$ cat src/rtl/cobra_exec_ctrl.sv
// cobra_exec_ctrl: run/step/halt/restart sequencer for a core.
// It drives the core's clock enable and synchronous reset, halts on a PC
// breakpoint, and counts the cycles in which the core was enabled.
module cobra_exec_ctrl #(
    parameter int unsigned RST_CYCLES = 4,
    parameter int unsigned CNT_W      = 32
) (
    input  logic             clk_i,
    input  logic             rst_i,
    input  logic             run_i,
    input  logic             step_i,
    input  logic             halt_i,
    input  logic             restart_i,
    input  logic             bp_en_i,
    input  logic [31:0]      bp_addr_i,
    input  logic [31:0]      pc_i,
    output logic             core_en_o,
    output logic             core_rst_o,
    output logic [1:0]       state_o,
    output logic             bp_hit_o,
    output logic [CNT_W-1:0] cycles_o
);

    localparam int unsigned RC_W = (RST_CYCLES > 1) ? $clog2(RST_CYCLES) : 1;
    // The counter is loaded with RST_CYCLES-1 and leaves RSTSEQ after
    // reaching zero, giving exactly RST_CYCLES cycles in RSTSEQ.
    localparam logic [RC_W-1:0] RST_LOAD = RC_W'(RST_CYCLES - 1);

    typedef enum logic [1:0] {
        ST_HALT   = 2'd0,
        ST_RUN    = 2'd1,
        ST_STEP   = 2'd2,
        ST_RSTSEQ = 2'd3
    } state_e;

    state_e            state_q, state_d;
    logic [RC_W-1:0]   rst_cnt_q, rst_cnt_d;
    logic              first_run_q, first_run_d;
    logic              bp_hit_q, bp_hit_d;
    logic [CNT_W-1:0]  cycles_q, cycles_d;
    logic              bp_match;

    // Breakpoint is masked in the first RUN cycle so that resuming from a
    // breakpoint PC executes that instruction instead of re-halting.
    assign bp_match = (state_q == ST_RUN) && !first_run_q && bp_en_i && (pc_i == bp_addr_i);

    // State register and bookkeeping registers, synchronous reset.
    always_ff @(posedge clk_i) begin
        // NOTE: sequential state uses non-blocking assignments so every
        // register samples the pre-edge values of its neighbours.
        if (rst_i) begin
            state_q     <= ST_RSTSEQ;
            rst_cnt_q   <= RST_LOAD;
            first_run_q <= 1'b0;
            bp_hit_q    <= 1'b0;
            cycles_q    <= '0;
        end else begin
            state_q     <= state_d;
            rst_cnt_q   <= rst_cnt_d;
            first_run_q <= first_run_d;
            bp_hit_q    <= bp_hit_d;
            cycles_q    <= cycles_d;
        end
    end

    // Next-state logic: restart > halt > step > run, breakpoint in RUN.
    always_comb begin
        // NOTE: defaults first so no path leaves a variable unassigned,
        // which would otherwise infer a latch.
        state_d   = state_q;
        rst_cnt_d = rst_cnt_q;
        if (restart_i) begin
            state_d   = ST_RSTSEQ;
            rst_cnt_d = RST_LOAD;
        end else begin
            case (state_q)
                ST_RSTSEQ: begin
                    if (rst_cnt_q == '0) begin
                        state_d = ST_HALT;
                    end else begin
                        rst_cnt_d = rst_cnt_q - RC_W'(1);
                    end
                end
                ST_HALT: begin
                    if (halt_i) begin
                        state_d = ST_HALT;
                    end else if (step_i) begin
                        state_d = ST_STEP;
                    end else if (run_i) begin
                        state_d = ST_RUN;
                    end
                end
                ST_RUN: begin
                    if (halt_i || bp_match) begin
                        state_d = ST_HALT;
                    end
                end
                ST_STEP: begin
                    state_d = ST_HALT;
                end
                default: begin
                    state_d = ST_RSTSEQ;
                end
            endcase
        end
    end

    // Core-facing outputs; rst_i overrides everything combinationally so a
    // reset mid-RUN or mid-STEP never produces another enable pulse.
    always_comb begin
        core_rst_o = rst_i || (state_q == ST_RSTSEQ);
        core_en_o  = !rst_i && ((state_q == ST_STEP) || ((state_q == ST_RUN) && !bp_match));
    end

    // Breakpoint flag, first-RUN marker and enabled-cycle counter updates.
    always_comb begin
        first_run_d = (state_q == ST_HALT) && (state_d == ST_RUN);
        bp_hit_d    = bp_hit_q;
        cycles_d    = cycles_q;
        if (restart_i) begin
            bp_hit_d = 1'b0;
            cycles_d = '0;
        end else begin
            if (bp_match) begin
                bp_hit_d = 1'b1;
            end else if ((state_q == ST_HALT) && (state_d != ST_HALT)) begin
                bp_hit_d = 1'b0;
            end
            if (core_en_o) begin
                cycles_d = cycles_q + CNT_W'(1);
            end
        end
    end

    assign state_o  = state_q;
    assign bp_hit_o = bp_hit_q;
    assign cycles_o = cycles_q;

endmodule

$ cat config.mk
export PLATFORM = sky130hd
export DESIGN_NAME = cobra_exec_ctrl
export DESIGN_NICKNAME = d
export VERILOG_FILES = /design/src/rtl/cobra_exec_ctrl.sv
export SDC_FILE = /design/constraint.sdc
export NUM_CORES = 1
export LEC_CHECK = 0
export BUFFER_PORTS_ARGS = -buffer_cell sky130_fd_sc_hd__buf_2
export CELL_PAD_IN_SITES_DETAIL_PLACEMENT = 2
export CELL_PAD_IN_SITES_GLOBAL_PLACEMENT = 2
export CORE_MARGIN = 10
export CORE_UTILIZATION = 29
export CTS_CLUSTER_SIZE = 14
export DETAILED_ROUTE_END_ITERATION = 8
export GPL_ROUTABILITY_DRIVEN = 0
export GPL_TIMING_DRIVEN = 0
export PLACE_DENSITY_LB_ADDON = 0.1
export SLEW_MARGIN = 20
export SYNTH_ARGS = -nofsm -noshare
export SYNTH_HDL_FRONTEND = slang
export SYNTH_SLANG_ARGS = --single-unit
export TNS_END_PERCENT = 10
$ cat constraint.sdc
create_clock -name clk_i -period 5.3 [get_ports clk_i]
set_clock_uncertainty 0.15 [all_clocks]
set_input_delay 0 -clock clk_i [delete_from_list [all_inputs] [get_ports clk_i]]
set_output_delay 0 -clock clk_i [all_outputs]
set_load 0.01 [all_outputs]
# After elaboration in Yosys (flattened, before gate mapping)
# Index checks and enable logic that the tools add are counted.
# op_classes
mux	9
bitwise_logic	1
reduce_logical	19
n_eq_ne	5
addsub	2
# ops
op	n
32-bit by 1-bit adder with 32-bit output, second input constant	1
32-bit equality test	1
2-bit 2-to-1 mux	6
2-bit case mux with 4 select lines	1
1-bit logical AND	7
2-bit by 1-bit equality test with 1-bit output, second input constant	2
2-bit equality test, second input constant	2
2-bit logical NOT	2
2-bit nonzero test	2
1-bit logical NOT	3
1-bit logical OR	3
1-bit 2-to-1 mux	2
2-bit AND reduction	1
2-bit OR reduction	1
2-bit by 1-bit subtractor with 2-bit output, second input constant	1
1-bit inverter	1
# word_totals
reg_bits	38
output_inout_bits	37
inputBits	71
word_cells	41

# Logic depth before layout (Yosys ltp)
# Gate-level depths: netlist of run 1.
# depth
word_depth	12
ltp_mapped	9
depth_no_buf	6

# Worst setup path before layout of run 1
# Ideal clock, no wire load.
# synth_timing
path_kind	flip-flop to flip-flop
startpoint	register cycles_q[3], in the netlist cycles_o[3]
endpoint	register cycles_q[26], in the netlist cycles_o[26]
period_less_slack_ps	2202
setup_time_ps	131
required_time_ps	5019
path_slack_ps	3098
arrival_ps	1921
path_stages_with_launch	6
path_buffers	0
cell_sequence	dfxtp_1 -> nand4_4 -> or3_4 -> or4_4 -> o311ai_2 -> o41ai_2
# synth_between
elab_chain_len	1
# synth_rtl
element	line	text
from (decl)	40	logic [CNT_W-1:0] cycles_q, cycles_d;
from (signal assigned)	62	cycles_q <= cycles_d;
32-bit by 1-bit adder with 32-bit output	130	cycles_d = cycles_q + CNT_W'(1);
# Every way passes these cells.
# A chain may end at the register's enable or synchronous reset.

# Worst setup path in the final report of run 1
# layout_timing
startpoint	register state_q[0], in the netlist state_o[0]
endpoint	output core_en_o
# layout_between
elab_chain_len	8
elab_cells_between_ends	9
cone_classes	eq/ne (2); reduce/logical (7)
# layout_rtl
element	line	text
from (decl)	36	state_e state_q, state_d;
from (signal assigned)	58	state_q <= state_d;
2-bit by 1-bit equality test with 1-bit output	45, 112	
1-bit logical AND (3 in series)	45	assign bp_match = (state_q == ST_RUN) && !first_run_q && bp_en_i && (pc_i == bp_addr_i);
1-bit logical NOT	112	core_en_o = !rst_i && ((state_q == ST_STEP) || ((state_q == ST_RUN) && !bp_match));
1-bit logical AND	112	
1-bit logical OR (*)	112	
1-bit logical AND (*)	112	
to (decl)	17	output logic core_en_o,
# Every way passes the cells marked *; elsewhere a longest branch is shown, timed or not.

==> flow_summary_export.csv, run 1 <==
group,metric,value,unit
clock_network,insertion_delay,0.30,ns
cells_and_area,diodes,0,
worst_setup_path,ff2ff_setup_slack,2.77,ns
worst_setup_path,worstPathRequired,5.15,ns
synth,synth_compound_area_frac,0.175,
synth,synth_top_flop_cell,"dfxtp_1",
cells_and_area,drive_above_1_share,0.308,
synth,synth_area_leaders,"dfxtp_1 (28%), xnor2_1 (9.8%), nand4_1 (5.8%), nand2_1 (4.6%), or4_1 (3.6%)",
worst_setup_path,critical-path-top-delay-family,"simple AND/OR/NAND/NOR gates",
synth,syn-num-nets,397,
grt,grt_pass1_vias,3490,
clock_network,cts-resized-gates,0,
sta,post-route-period-util,0.502,
synth,synth_top_family_by_area,"simple AND/OR/NAND/NOR gates",
power,peakVddDrop,148,µV
synth,async_flop_share,0,
synth,synth.distinct_cells,59,
sta,relSlewSlack,0.401,
worst_setup_path,crit_chain,"nand4bb_1, nand4bb_1, nor4_2, and3_1, buf_4, buf_4, buf_6, nor2_1, buf_2",
grt,overflow,0,
grt,grt_max_degree,14,
synth,synthMuxAreaShare,0.0187,
worst_setup_path,endpoint_kind,"primary output",
grt,antenna_found_initial,1,
sta,fmax,376,MHz
synth,seq_area_frac_synth,0.284,
sta,hold_viol_final,0,
sta,worstMarginPinSlew,0.891,ns
drt,totalWireLength,10700,µm
placement,port_buffers,107,
sta,setup_viol,0,
flow_run,max-cap-violations,0,
die,dieArea,0.0135,mm²
clock_network,h-tree-depth,2,
synth,ys.warnings.count,0,
cells_and_area,finalNetCount,517,
worst_setup_path,r2r-start,"cycles_o[4]",
synth,synth_edf_count,0,
synth,synth_area,0.00268,mm²
die,dieHeight,116,µm
synth,synth_top_area_frac,0.284,
worst_setup_path,arrival,2.51,ns
synth,netlist_top_cells_count,"dfxtp_1 (38), nand2_1 (33), xnor2_1 (30)",
die,coreArea,0.00911,mm²
die,die_x,116,µm
worst_setup_path,path_max_fanout,10,
sta,slew_viol_final,0,
synth,synthSimpleGateAreaFrac,0.366,
clock_network,clock-root-buffer,"clkbuf_8",
grt,grt_pass1_wl,17900,µm
synth,synth-adder-area-share,0.00934,
worst_setup_path,crit_path_top_delay_cell,"dfxtp_1",
drt,postRouteAntennaNets,0,
sta,setup_tns,0,ns
min_path,holdPathEnd,"cycles_o[0]",
synth,yosysMostFrequentCell,"dfxtp_1",
sta,rsz0062_at_grt,"no",
clock_network,clkTransAtPathRegs,0.09,ns
drt,drt-wirelength-per-cell,19.3,µm
min_path,hold-path-cell-count,7,
power,power_density,191,mW/mm²
cells_and_area,syn2layout_area_growth,32.5,%
cells_and_area,num-fill-cells,1117,
clock_network,cts_sinks,38,
synth,netlist_instances,324,
worst_setup_path,crit_buf_inv,4,
drt,dr.pass1.iters,4,
clock_network,holdBufCountCts,6,
die,io_pins,108,
worst_setup_path,path_class,"reg2out",
sta,fin_hold_ws,0.161,ns
synth,syn_area_per_cell,8.27,µm²
clock_network,cts_buffer_depth,2,
synth,yosys.area_share.xor_xnor,0.108,
clock_network,cts_setup_buffers,0,
grt,grt_usage,0.164,
drt,vias_per_cell,5.55,
worst_setup_path,critical_path.max_stage_delay,0.47,ns
worst_setup_path,reg2reg_depth,6,
drt,drt_iter0_drc,106,
drt,vias,3088,
power,p_leak,1.46,nW
min_path,min-delay-start,"pc_i[12]",
die,start_util,0.294,
sta,period_needed,2.66,ns
synth,synth_seq_cells,38,
placement,dp_hpwl,8770,µm
clock_network,cts_tree,"done",
drt,drc,0,
outcome,status,"finished clean",
worst_setup_path,r2r-end,"cycles_o[29]",
synth,yosysTopAreaCell,"dfxtp_1",
min_path,hold_class,"in2reg",
worst_setup_path,cp-start-kind,"flip-flop",
clock_network,cts_inserted_buffers,5,
die,row_count,35,
placed cells by master, fill, tap and decap left out, types with 3 or more instances in the layout:
cell           count
clkbuf_8           5
or4_1             13
buf_2            107
and3_1             7
nor3_1             7
nand2b_1           7
xor2_1             3
nand3_1           17
nand2_1           33
buf_6              3
nor4_1             3
and2_1             6
clkbuf_1           7
nor2_1            16
inv_1              5
o211ai_1          12
dlygate4sd3_1      6
a21oi_1           14
o21ai_0            6
o22a_1             3
nand4_1           25
a211oi_1           5
dfxtp_1           38
or3_1              9
o31ai_1            5
o211a_1            3
mux2i_1            5
xnor2_1           30
worst max path at each step:
stage / endpoint / slack (ns) / from / depth (start not counted)
finish: core_en_o / 2.64 / state_o[0] / 9
global route: core_en_o / 2.40 / state_o[0] / 9
CTS: core_en_o / 2.59 / state_o[0] / 9
detailed placement: cycles_o[29] / 2.81 / cycles_o[4] / 6
global placement: cycles_o[15] / 2.89 / state_o[0] / 9
floorplan: cycles_o[26] / 3.10 / cycles_o[3] / 5
metrics by stage:
step	area, µm²	total power [mW]	instances	util	setup slack, ns
final	3550	0.680	556	0.390	2.64
after global routing	3550	0.708	556	0.390	2.40
after CTS	3550	0.691	556	0.390	2.59
after detailed placement	3350	0.377	542	0.368	2.81
after global placement	3350	0.375	542	0.368	2.89
after floorplan	2680	0.335	324	-	3.10
worst reg2reg max path, cell delays in order (launching register included):
cell and delay [ns]:
dfxtp_1 0.47, nand4_4 0.21, nor4_2 0.82, nand4_1 0.24
o22a_1 0.24, o21ai_0 0.10, mux2i_1 0.22
metal layers:
metal / part of all wire / vias to the layer above / global-route usage
li1: - / 1478 / -
met5: 0.0012 / - / 0
met1: 0.42 / 1512 / 0.186
met4: 0.0082 / 2 / 0.0325
met2: 0.48 / 86 / 0.287
met3: 0.084 / 10 / 0.0652
cell type report:
type | count | area (µm²) | share of cell area
inverter | 5 | 18.8 | 0.00528
buffer | 14 | 86.3 | 0.0243
clock inverter | 3 | 68.8 | 0.0194
clock buffer | 5 | 68.8 | 0.0194
timing repair buffer | 113 | 596 | 0.168
multi-input combinational | 267 | 1810 | 0.511
tap | 111 | 139 | 0.0391
sequential | 38 | 761 | 0.214
logic make-up (layout without fill, tap and decap cells):
kind of cell               after synthesis  after routing
AOI/OAI and AO/OA                       63             63
xor gates and xnor gates                33             33
adders and majority gates                2              2
buffers and inverters                   19            140
DFF                                     38             38
muxes                                    5              5
and+or+nand+nor                        164            164
flip-flops by register name (all words and copies together), names as in the netlist:
register,flops
cycles_o,32
bp_hit_o,1
rst_cnt_q,2
state_o,2
first_run_q,1
power breakdown:
part | switching (mW) | internal, mW | leakage [nW] | total, mW
Sequential | 0.000650 | 0.286 | 0.306 | 0.287
Clock | 0.120 | 0.189 | 0.0683 | 0.309
Combinational | 0.0413 | 0.0432 | 1.09 | 0.0845
Total | 0.162 | 0.518 | 1.46 | 0.680
Power figures use the tool's default switching activity.
==> run 2: changes to the inputs <==
ABC_AREA = 1   (was not set)
CORE_UTILIZATION = 24   (was 29)
clock period = 2.5 ns   (was 5.3 ns; I/O delays follow)
==> flow_summary_export.csv, run 2 <==
group,metric,value,unit
outcome,status,"finished clean",
die,io_pins,108,
die,dieHeight,128,µm
worst_setup_path,crit_path_top_delay_cell,"dlygate4sd3_1",
cells_and_area,largest_register_ffs,32,
clock_network,cts_setup_buffers,0,
worst_setup_path,crit_chain,"inv_1, nand2_1, nor2_1, nand2_1, nor2_1, nand2_1, nor2_1, nand3_1, nand3_1, nand2_1, inv_1, nand3_1, dlygate4sd3_1",
sta,rsz0062_at_grt,"no",
grt,overflow,0,
sta,period_needed,2.27,ns
sta,fmax,441,MHz
die,coreArea,0.0115,mm²
worst_setup_path,arrival,2.29,ns
cells_and_area,diodes,0,
synth,netlist_top_cells_count,"nand2_1 (149), inv_1 (63), nor2_1 (48)",
worst_setup_path,path_class,"reg2reg",
synth,synth_area,0.00282,mm²
die,row_count,39,
placement,pre_cts_slack,0.277,ns
cells_and_area,final_area,0.00373,mm²
cells_and_area,finalNetCount,655,
grt,antenna_found_initial,0,
synth,synth_area_leaders,"dfxtp_1 (27%), nand2_1 (20%), inv_1 (8.4%), xor2_1 (8.4%), nor2_1 (6.4%)",
die,start_util,0.246,
clock_network,clkTransAtPathRegs,0.06,ns
clock_network,insertion_delay,0.28,ns
power,p_leak,1.80,nW
worst_setup_path,ff2ff_setup_slack,0.23,ns
cells_and_area,drive_above_1_share,0.221,
grt,grt_max_degree,13,
sta,worstMarginPinSlew,0.611,ns
cells_and_area,layout_common_cells,"nand2_1 (149), buf_2 (110), inv_1 (63)",
sta,hold_viol_final,0,
die,die_x,128,µm
drt,dr.pass1.iters,4,
synth,netlist_instances,464,
sta,relSlewSlack,0.592,
sta,slew_viol_final,0,
clock_network,cts_inserted_buffers,5,
cells_and_area,layout_commonest_cell,"nand2_1",
synth,synth_top_area_frac,0.270,
worst_setup_path,worstPathRequired,2.52,ns
synth,syn-num-nets,537,
min_path,holdPathEnd,"state_o[1]",
drt,totalWireLength,11600,µm
synth,synth.distinct_cells,26,
synth,synth_seq_cells,38,
synth,syn_area_per_cell,6.08,µm²
grt,grt_pass1_vias,3646,
synth,async_flop_share,0,
synth,synth_edf_count,0,
placement,placed_cells,714,
min_path,min-delay-start,"step_i",
worst_setup_path,path_max_fanout,5,
worst_setup_path,cp_common_cell,"nand2_1",
grt,grt_usage,0.139,
worst_setup_path,reg2reg_depth,13,
sta,setup_tns,0,ns
die,dieArea,0.0165,mm²
sta,setup_viol,0,
cells_and_area,layout.cells.non_filler,726,
clock_network,cts_buffer_depth,2,
synth,seq_area_frac_synth,0.270,
min_path,hold_class,"in2reg",
power,peakVddDrop,237,µV
synth,yosysMostFrequentCell,"nand2_1",
worst_setup_path,r2r-start,"state_o[1]",
clock_network,cts_tree,"done",
worst_setup_path,critical-path-top-delay-family,"simple AND/OR/NAND/NOR gates",
cells_and_area,final_util,0.325,
flow_run,max-cap-violations,0,
sta,post-route-period-util,0.907,
worst_setup_path,cp-start-kind,"flip-flop",
placement,dp_hpwl,9880,µm
worst_setup_path,r2r-end,"state_o[0]",
placement,postPlaceCellArea,0.00354,mm²
grt,grt_pass1_wl,18700,µm
cells_and_area,syn2layout_area_growth,32.1,%
worst_setup_path,critical_path.max_stage_delay,0.57,ns
worst_setup_path,endpoint_kind,"flip-flop",
sta,setup_ws,0.232,ns
drt,vias,3380,
cells_and_area,num-fill-cells,1454,
clock_network,cts_sinks,38,
clock_network,clock-root-buffer,"clkbuf_16",
placement,port_buffers,107,
clock_network,h-tree-depth,2,
drt,drt_iter0_drc,97,
sta,fin_hold_ws,0.0211,ns
drt,drt-wirelength-per-cell,16.0,µm
synth,yosysTopAreaCell,"dfxtp_1",
power,power_density,390,mW/mm²
drt,vias_per_cell,4.66,
min_path,hold-path-cell-count,5,
synth,synth_top_flop_cell,"dfxtp_1",
synth,ys.warnings.count,0,
worst_setup_path,crit_buf_inv,3,
drt,drc,0,
power,total_power,1.45,mW
drt,postRouteAntennaNets,0,
## run 2: cell count changes in the layout (fill, tap and decap cells not counted), moves of 9 or more
cell,change
a21oi_1,+21
inv_1,+58
nand2_1,+116
nand3_1,+16
nand4_1,-18
nor2_1,+32
o211ai_1,-12
or3_1,-9
or4_1,-13
xnor2_1,-13
xor2_1,+24
## run 2: logic make-up (layout without fill, tap and decap cells)
kind of cell | Yosys count | count (layout) | share of synthesized area
buffers and inverters | 76 | 195 | 0.110
AOI/OAI and AO/OA | 46 | 46 | 0.0860
xor gates and xnor gates | 44 | 44 | 0.137
DFF | 38 | 38 | 0.270
adders and majority gates | 2 | 2 | 0.00886
and+or+nand+nor | 258 | 258 | 0.389
## run 2: worst max-delay path by stage
stage | startpoint | to | slack [ns] | cells after the start
6_report | state_o[1] | state_o[0] | 0.23 | 13
3_5_place_dp | cycles_o[0] | cycles_o[24] | 0.28 | 8
2_1_floorplan | cycles_o[0] | cycles_o[24] | 0.66 | 8
5_1_grt | state_o[1] | state_o[0] | 0.02 | 13
4_1_cts | state_o[0] | state_o[0] | 0.15 | 12
3_3_place_gp | cycles_o[0] | cycles_o[24] | 0.32 | 8
## run 2: power by group
group          internal, mW  switching, mW
Clock                 0.395          0.267
Combinational        0.0846         0.0972
Sequential            0.608        0.00162
## run 2: layout make-up
| cell class | instances | area [µm²] | share of cell area |
|---|---|---|---|
| plain buffers | 12 | 71.3 | 0.0191 |
| inverters | 64 | 240 | 0.0644 |
| clock buffers | 6 | 139 | 0.0372 |
| well taps | 143 | 179 | 0.0480 |
| clock inverters | 2 | 12.5 | 0.00335 |
| flip-flops and latches | 38 | 762 | 0.204 |
| multi-input cells | 350 | 1750 | 0.469 |
| repair buffers | 111 | 576 | 0.154 |
## run 2: worst register-to-register path: stages, from the launching register on
cell,delay (ns)
dfxtp_1,0.35
inv_1,0.11
nand2_1,0.07
nor2_1,0.11
nand2_1,0.06
nor2_1,0.10
nand2_1,0.07
nor2_1,0.10
nand3_1,0.14
nand3_1,0.13
nand2_1,0.06
inv_1,0.07
nand3_1,0.06
dlygate4sd3_1,0.57
## run 2: per-layer routing
metal	wire length, µm	up-vias	global-route usage
met4	72	0	0.0238
met1	5130	1616	0.172
met5	0	-	0
met2	5850	64	0.246
li1	-	1693	-
met3	587	7	0.0283
## run 2: repair_timing
item / CTS / global route
setup endpoints to repair: 0 / 1
hold buffers: 4 / 0
endpoints found under the hold margin: 5 / 0
gates resized for setup: 0 / 1
==> run 3: changes to the inputs <==
BUFFER_PORTS_ARGS = not set   (was -buffer_cell sky130_fd_sc_hd__buf_2)
CELL_PAD_IN_SITES_DETAIL_PLACEMENT = 0   (was 2)
CORE_UTILIZATION = 32   (was 24)
DONT_BUFFER_PORTS = 1   (was not set)
==> flow_summary_export.csv, run 3 (synthesized netlist as in run 2, its figures left out) <==
group,metric,value,unit
worst_setup_path,worstPathRequired,2.55,ns
cells_and_area,syn2layout_area_growth,14.1,%
min_path,min-delay-start,"step_i",
power,internal-power,1.06,mW
sta,rsz0062_at_grt,"no",
power,power_frac_comb,0.087,
grt,grt_usage,0.143,
power,p_leak,1.35,nW
grt,grt_pass1_wl,15200,µm
worst_setup_path,r2r-start,"state_o[1]",
die,die_x,114,µm
power,p_seq_frac,0.444,
sta,fmax,442,MHz
clock_network,cts_sinks,38,
drt,totalWireLength,9280,µm
drt,drc,0,
power,power_density,426,mW/mm²
cells_and_area,layout_commonest_cell,"nand2_1",
worst_setup_path,cp_common_cell,"nand2_1",
drt,dr.pass1.iters,4,
sta,hold_viol_final,0,
drt,drt_iter0_drc,135,
worst_setup_path,critical_path.max_stage_delay,0.54,ns
grt,grt_pass1_vias,2824,
grt,use_met2,0.226,
worst_setup_path,reg2reg_depth,15,
cells_and_area,largest_register_ffs,32,
cells_and_area,drive_above_1_share,0.0580,
sta,slew_viol_final,0,
die,coreArea,0.00864,mm²
die,dieArea,0.0130,mm²
sta,setup_ws,0.238,ns
die,row_count,34,
sta,period_needed,2.26,ns
clock_network,clock-root-buffer,"clkbuf_8",
drt,vias,2830,
placement,pre_cts_slack,0.194,ns
outcome,status,"finished clean",
clock_network,cts_buffer_depth,2,
clock_network,clkTransAtPathRegs,0.08,ns
die,io_pins,108,
grt,antenna_found_initial,0,
worst_setup_path,path_max_fanout,5,
drt,postRouteAntennaNets,0,
min_path,hold_class,"in2reg",
grt,busiest_layer,"met2",
worst_setup_path,endpoint_kind,"flip-flop",
power,p_sw,0.313,mW
sta,post-route-period-util,0.905,
grt,grt_util_met3,0.0541,
worst_setup_path,arrival,2.31,ns
grt,met1_usage,0.181,
power,switching_share,0.228,
clock_network,cts_inserted_buffers,5,
worst_setup_path,cp-start-kind,"flip-flop",
drt,drt-wirelength-per-cell,15.7,µm
sta,worstMarginPinSlew,0.612,ns
sta,setup_tns,0,ns
cells_and_area,layout_common_cells,"nand2_1 (149), inv_1 (63), nor2_1 (47)",
cells_and_area,num-fill-cells,972,
power,peakVddDrop,311,µV
die,dieHeight,114,µm
grt,grt_max_degree,14,
placement,port_buffers,0,
worst_setup_path,crit_chain,"inv_1, nand2_1, nor2_1, nand2_1, nor2_1, nand2_1, nor2_2, nand3_2, nand3_2, nand2_1, inv_1, dlygate4sd3_1, nand2_1, nand4_1, inv_1",
min_path,hold-path-cell-count,6,
power,p_clk_frac,0.469,
die,start_util,0.327,
worst_setup_path,startpoint,"state_o[1]",
clock_network,insertion_delay,0.29,ns
drt,vias_per_cell,4.79,
sta,setup_viol,0,
worst_setup_path,crit_path_top_delay_cell,"dlygate4sd3_1",
flow_run,max-cap-violations,0,
clock_network,h-tree-depth,2,
sta,relSlewSlack,0.592,
cells_and_area,finalNetCount,555,
grt,overflow,0,
cells_and_area,diodes,0,
worst_setup_path,path_class,"reg2reg",
clock_network,cts_tree,"done",
placement,dp_hpwl,7590,µm
## run 3: changes by cell type in the layout (fill, tap and decap cells not counted), sizes merged
cell          before  now
buf              115    9
dlygate4sd3        4    9
bufinv             0    2
clkbuf            10    9
clkinvlp           1    0
dlymetal6s4s       0    1
## run 3: per-layer routing
layer  part of all wire  wire (µm)
met3              0.094        872
met2               0.45       4160
met4             0.0080         74
met5                  0          0
met1               0.45       4170
## run 3: layout make-up
| class | instances | area, µm² | area share |
|---|---|---|---|
| repair buffers | 11 | 110 | 0.0342 |
| plain buffers | 12 | 71.3 | 0.0221 |
| clock buffers | 5 | 68.8 | 0.0214 |
| well taps | 108 | 135 | 0.0419 |
| clock inverters | 3 | 68.8 | 0.0214 |
| flip-flops and latches | 38 | 764 | 0.237 |
| multi-input cells | 350 | 1760 | 0.547 |
| inverters | 64 | 240 | 0.0746 |
## run 3: power by group through the flow
stage | combinational (mW) | sequential (mW) | clock, mW
after floorplan | 0.0881 | 0.623 | 0
after global placement | 0.107 | 0.623 | 0
after detailed placement | 0.109 | 0.623 | 0
after CTS | 0.120 | 0.609 | 0.660
after global routing | 0.141 | 0.609 | 0.681
final | 0.120 | 0.609 | 0.644
## run 3: critical path: cells and delay by family, from the launching register on
| kind | cells | cell delay [ns] |
|---|---|---|
| buf+inv | 4 | 0.75 |
| simple gates | 11 | 0.90 |
| flops | 1 | 0.37 |
## run 3: worst paths after layout
check | to | slack, ns
max | first_run_q | 0.24
min | bp_hit_o | 0.03
max reg2reg | first_run_q | 0.24
min reg2reg | rst_cnt_q[1] | 0.33
## run 3: repair_timing
| item | 4_1_cts | 5_1_grt |
|---|---|---|
| setup endpoints to repair | 0 | 3 |
| resized for setup | 0 | 7 |
| hold buffers | 10 | 0 |
| setup buffers | 0 | 1 |
| hold endpoints to repair | 11 | 0 |
## run 3: through the flow
stage	instances	power [mW]	hold slack (ns)	area [µm²]	utilization
final	591	1.37	0.0288	3220	0.373
after detailed placement	572	0.732	0.0138	2960	0.343
after floorplan	464	0.711	-0.0118	2820	-
after global placement	572	0.730	0.0161	2960	0.343
after global routing	591	1.43	0.112	3220	0.373
after CTS	590	1.39	0.0312	3200	0.370
